**src/rtl/vram_arbiter.sv**
```systemverilog
// ============================================================================
//  vram_arbiter : shares a single-port VRAM between scanout and CPU writes.
//  Optional VRAM_ARB_BLANK_ONLY_EN restricts CPU writes to blanking.
//  Rev 1.0
// ============================================================================
`default_nettype none
`timescale 1ns/1ps

module vram_arbiter #(
   parameter int XBITS   = 10,
   parameter int YBITS   = 10,
   parameter int HACTIVE = 640,
   parameter int VACTIVE = 480,
   parameter int ABITS   = 17,
   parameter int DBITS   = 8
) (
   input  logic             Clk,
   input  logic             ResetN,
   input  logic [XBITS-1:0] PixelCounter,
   input  logic [YBITS-1:0] LineCounter,
   input  logic             WrReq,
   input  logic [ABITS-1:0] WrAddr,
   input  logic [DBITS-1:0] WrData,
   output logic             WrAck,
   output logic             WrOvf,
   output logic [ABITS-1:0] MemAddr,
   output logic             MemWe,
   output logic [DBITS-1:0] MemWData,
   input  logic [DBITS-1:0] MemRData,
   output logic [DBITS-1:0] PixelData,
   output logic             PixelActive
);

   localparam int             C_WORDS = (HACTIVE / 2) * (VACTIVE / 2);
   localparam int             C_PW    = XBITS + YBITS + 2;
   localparam logic [ABITS:0] C_LIMIT = (ABITS + 1)'(C_WORDS);

   logic             w_active;
   logic             w_fetch;
   logic             w_grant;
   logic             w_inrange;
   logic [ABITS-1:0] w_fetch_addr;

   logic             r_fetch_d1;
   logic             r_fetch_d2;
   logic             r_active_d1;
   logic             r_active_d2;

   assign w_active = (32'(PixelCounter) < 32'(HACTIVE)) &&
                     (32'(LineCounter)  < 32'(VACTIVE));
   assign w_fetch  = w_active && !PixelCounter[0];

   // Each VRAM word covers a 2x2 block, so both coordinates are halved.
   assign w_fetch_addr = ABITS'(C_PW'(LineCounter >> 1) * C_PW'(HACTIVE / 2)
                                + C_PW'(PixelCounter >> 1));

   assign w_inrange = ({1'b0, WrAddr} < C_LIMIT);

`ifdef VRAM_ARB_BLANK_ONLY_EN
   assign w_grant = WrReq && !WrAck && !w_active;
`else
   assign w_grant = WrReq && !WrAck && !w_fetch;
`endif

   always_ff @(posedge Clk) begin
      if (!ResetN) begin
         MemAddr     <= '0;
         MemWe       <= 1'b0;
         MemWData    <= '0;
         WrAck       <= 1'b0;
         WrOvf       <= 1'b0;
         PixelData   <= '0;
         PixelActive <= 1'b0;
         r_fetch_d1  <= 1'b0;
         r_fetch_d2  <= 1'b0;
         r_active_d1 <= 1'b0;
         r_active_d2 <= 1'b0;
      end else begin
         MemWe <= 1'b0;
         WrAck <= 1'b0;

         if (w_fetch) begin
            MemAddr <= w_fetch_addr;
         end else if (w_grant) begin
            MemAddr  <= WrAddr;
            MemWData <= WrData;
            WrAck    <= 1'b1;
            if (w_inrange) begin
               MemWe <= 1'b1;
            end else begin
               WrOvf <= 1'b1;
            end
         end

         r_fetch_d1  <= w_fetch;
         r_fetch_d2  <= r_fetch_d1;
         r_active_d1 <= w_active;
         r_active_d2 <= r_active_d1;

         // Odd pixels reuse the word fetched for the preceding even pixel.
         if (r_fetch_d2) begin
            PixelData <= MemRData;
         end else if (!r_active_d2) begin
            PixelData <= '0;
         end
         PixelActive <= r_active_d2;
      end
   end

endmodule

`default_nettype wire

```
**config.mk**
```make
export PLATFORM = sky130hd
export DESIGN_NAME = vram_arbiter
export DESIGN_NICKNAME = d
export VERILOG_FILES = /design/src/rtl/vram_arbiter.sv
export SDC_FILE = /design/constraint.sdc
export NUM_CORES = 1
export LEC_CHECK = 0
export ABC_AREA = 1
export CORE_UTILIZATION = 34
export CTS_BUF_LIST = sky130_fd_sc_hd__clkbuf_16
export CTS_CLUSTER_DIAMETER = 40
export DETAILED_ROUTE_END_ITERATION = 12
export PLACE_DENSITY = 0.65
export SLEW_MARGIN = 20
export SYNTH_ARGS = -nofsm -noshare
export SYNTH_HDL_FRONTEND = slang
export SYNTH_SLANG_ARGS = --single-unit
export TNS_END_PERCENT = 5
```
**constraint.sdc**
```tcl
create_clock -name Clk -period 4.9 [get_ports Clk]
set_input_delay 0.98 -clock Clk [delete_from_list [all_inputs] [get_ports Clk]]
set_output_delay 0.98 -clock Clk [all_outputs]
set_load 0.005 [all_outputs]
```
After elaboration in Yosys (flattened, before gate mapping)
Index checks and enable logic that the tools add are counted.
- muxes and demuxes: 6
- reductions and logical operators: 12
- add/sub/neg operators: 1
- eq/ne operators: 1
- multipliers: 1
- $lt $le $gt $ge: 3
- bitwise logic cells: 4
- operators by type and width (kind ; number):
    $mux 17 ; 2
    $add 17x9->17 ; 1
    $lt 17x17->1 const B ; 1
    $mux 8 ; 2
    $mul 9x3->11 const B ; 1
    $lt 10x10->1 const B ; 1
    $lt 10x9->1 const B ; 1
    $logic_and 1x1->1 ; 4
    $not 1->1 ; 4
    $logic_not 1->1 ; 3
    $reduce_and 3->1 ; 1
    $reduce_or 3->1 ; 1
    $mux 1 ; 2
    $ne 2x2->1 const B ; 1
    $reduce_and 2->1 ; 1
    $reduce_bool 2->1 ; 1
    $reduce_or 2->1 ; 1
- output and inout bits: 37
- input bits: 56
- bits in registers: 41
- logic and storage cells: 39

Longest topological paths before layout
- depth after elaboration: 7
- gate-level depth with buffers: 14
- depth with buffers taken out: 14

Worst setup path before layout
Ideal clock, no wire load.
- path kind: input -> register
- start: input LineCounter[2]
- end: register MemAddr[15]
- data required time: 4.768 ns
- library setup time: 0.132 ns
- path buffers: 0
- cell stages on the path: 12
- arrival time: 2.716 ns
- setup slack: 2.052 ns
- cells stage by stage: ha_1 -> ha_1 -> fa_1 -> nand2_1 -> inv_1 -> nand2_1 -> nor2_2 -> nand3_2 -> nor2_1 -> nand2_1 -> nand3_1 -> a21oi_2
- longest elaborated chain between the ends: 6
- elaborated cells between the ends (all ways): 9
- classes of those cells: add/sub (1); mul (1); order compare (1); mux (1); reduce/logical (5)
- ends and longest elaborated chain (item ; RTL line ; source):
    start: declaration ; 20 ; input logic [YBITS-1:0] LineCounter,
    branches (longest 6 deep; another with $add 17x9->17) ; -- ;
    end signal: assignment ; 83 ; MemAddr <= w_fetch_addr;
    end signal: assignment ; 85 ; MemAddr <= WrAddr;
    end: declaration ; 26 ; output logic [ABITS-1:0] MemAddr,
Several ways; the timed one is not identified.
A chain may end at the register's enable or synchronous reset.

Worst setup path after layout
Ends and elaborated chain as after synthesis.

==> results_dict.tcl <==
set metrics [dict create \
    final_common_cell "clkdlybuf4s50_1" \
    hold_class "reg2reg" \
    async_flop_share_pct 0 \
    final_util_pct 53.2 \
    top_register "MemAddr" \
    hold_buffers 0 \
    crit_path_max_incr_delay_ns 0.54 \
    via_per_inst 4.88 \
    max_freq_mhz 310 \
    synth_edf_count 0 \
    power.leakage_nw 1.50 \
    worstSetupEndpointType "flop" \
    io-pin-count 93 \
    grt_max_degree 22 \
    p_sw_share_pct 27.1 \
    crit_family "adder cells" \
    ir_drop_uv 134 \
    rsz0062_at_grt "no" \
    post_cts_buffers 0 \
    drtAntennaViolNets 0 \
    dp_worst_setup_slack_ns 1.35 \
    synth_warnings 0 \
    layout_min_cycle_time_ns 3.23 \
    synth_area_per_cell_sq_um 7.39 \
    start_util_pct 36.1 \
    syn_to_final_growth_pct 47.4 \
    top_regs "MemAddr (17), MemWData (8), PixelData (8)" \
    dieHeight_um 85.0 \
    dieWidth_um 85.0 \
    arrival_ns 3.37 \
    critPathBufInv 2 \
    worstSetupPathType "in2reg" \
    setup_viol 0 \
    worst_path_max_delay_cell "fa_1" \
    routed-wl-met3_um 427 \
    p_int_uw 720 \
    hold_viol_final 0 \
    overflow 0 \
    clk-insertion-delay-late_ns 0.28 \
    place_congestion 0.799 \
    setup_slack_ns 1.67 \
    die_area_sq_um 7230 \
    p_total_uw 987 \
    maxCapViolations 0 \
    clk_path_buf_depth 2 \
    power.share.clock_pct 36.8 \
    cts_tree "yes" \
    synth_area_sq_um 2340 \
    place_inst 476 \
    io_buffers 91 \
    maxUsedRoutingLayer "met4" \
    timing.final.crit_share_pct 65.9 \
    drt-initial-drc-count 103 \
    slew_violations 0 \
    crit_top_cell "nand2_1" \
    cts_buffers 5 \
    rows 29 \
    wl_met1_um 2950 \
    drive_above_1_share_pct 8.85 \
    drc 0 \
    diodes 0 \
    startpoint_type "primary input" \
    p_comb_share_pct 26.1 \
    outcome "finished, final reports clean" \
    fin_cells 484 \
    core-area_sq_um 6490 \
    worst_pin_slew_ns 1.06 \
    clkTransAtPathRegs_ns 0.06 \
    path_cells "clkdlybuf4s50_1, ha_1, ha_1, fa_1, nand2_1, inv_1, nand2_1, nor2_2, nand3_2, nor2_1, nand2_1, nand3_1, a21oi_2" \
    max_slew_margin_pct 28.9 \
    wirelength_um 6320 \
    cts_resized 0 \
    antenna_found_initial 0 \
    largest_reg_flops 17 \
    ys.flop_type "dfxtp_1" \
    finalClockSkew_ns 0.00288 \
    power.switching_uw 267 \
    hpwl_um 4770 \
    drtPass1Iterations 4 \
    clockRootBuffer "clkbuf_16" \
    ys_types 35 \
    ys_seq_area_share_pct 35.0 \
    critPathMaxFanout 3 \
    required_ns 5.04 \
    cts.htree.levels 2 \
    synth_cells 317 \
    vias 2362 \
    ys_seq_elements 41 \
    syn_nets 392 \
    nets 481 \
    fin_tns_setup_ns 0 \
    seqPwrFrac_pct 37.0 \
    grt_pass1_vias 2226 \
    cts.sinks 41 \
    track_usage_pct 18.3 \
    powerDensity_nw_per_um2 286 \
    wire_per_inst_um 13.0 \
    grt_pass1_wl_um 10400 \
    final_cell_mix "91 x clkdlybuf4s50_1, 86 x nand2_1, 41 x dfxtp_1" \
    dr_wl_met2_um 2850 \
]
## cell type report
| class | count | area [sq um] |
|---|---|---|
| Inverter | 33 | 129 |
| Multi-Input combinational cell | 234 | 1340 |
| Fill cell | 618 | 3040 |
| Sequential cell | 41 | 821 |
| Timing Repair Buffer | 91 | 911 |
| Tap cell | 77 | 96.3 |
| Clock inverter | 3 | 37.5 |
| Clock buffer | 5 | 125 |
## through the flow
step | hold slack, ns | area [sq um]
after global routing | 0.440 | 3450
after global placement | 0.403 | 3290
after floorplan | 0.390 | 2340
final | 0.417 | 3450
after detailed placement | 0.406 | 3290
after CTS | 0.420 | 3450
## cell usage after synthesis, types with 3 or more instances
cell	count	area, sq um
nor2_2	4	25.0
a21oi_1	13	65.1
ha_1	17	213
inv_2	4	15.0
dfxtp_1	41	821
o21ai_0	11	55.1
nand2_2	6	37.5
inv_1	28	105
nand2_1	86	323
nor2_1	29	109
nand4_1	3	18.8
clkbuf_1	5	18.8
nand3_2	3	30.0
nand3_1	29	145
nand2_4	3	33.8
a31oi_1	9	56.3
## tightest hold or removal path: cells and delay by family, from the launching register on
kind / cells / cell delay (ns)
buf+inv: 1 / 0.04
flops: 1 / 0.30
simple gates: 1 / 0.04
## worst paths after layout
path	startpoint	to	slack (ns)	cells past startpoint
setup / recovery	LineCounter[2]	MemAddr[15]	1.67	13
hold / removal	r_active_d1	r_active_d2	0.42	2
setup reg to reg	WrAck	MemAddr[7]	3.42	7
hold reg to reg	r_active_d1	r_active_d2	0.42	2
## power by group through the flow
stage / Clock [mW] / Sequential, mW / Combinational (mW)
finish: 0.364 / 0.366 / 0.258
global route: 0.387 / 0.368 / 0.289
CTS: 0.372 / 0.366 / 0.260
detailed placement: 0 / 0.373 / 0.259
global placement: 0 / 0.372 / 0.255
floorplan: 0 / 0.373 / 0.144
## logic make-up after synthesis
kind of cell	share of synthesized area, %
AND/OR/NAND/NOR	33.5
AO/OA/AOI/OAI	11.9
buffers and inverters	8.01
flip-flops	35.0
adder cells (fa/ha/maj)	10.8
XOR/XNOR	0.748
## layer usage
layer | vias up | global-route usage (%)
met5 | - | 0
met4 | 0 | 6.93
met3 | 7 | 3.99
met2 | 85 | 30.9
met1 | 1055 | 22.9
li1 | 1215 | -
(Power assumes the default switching activity.)
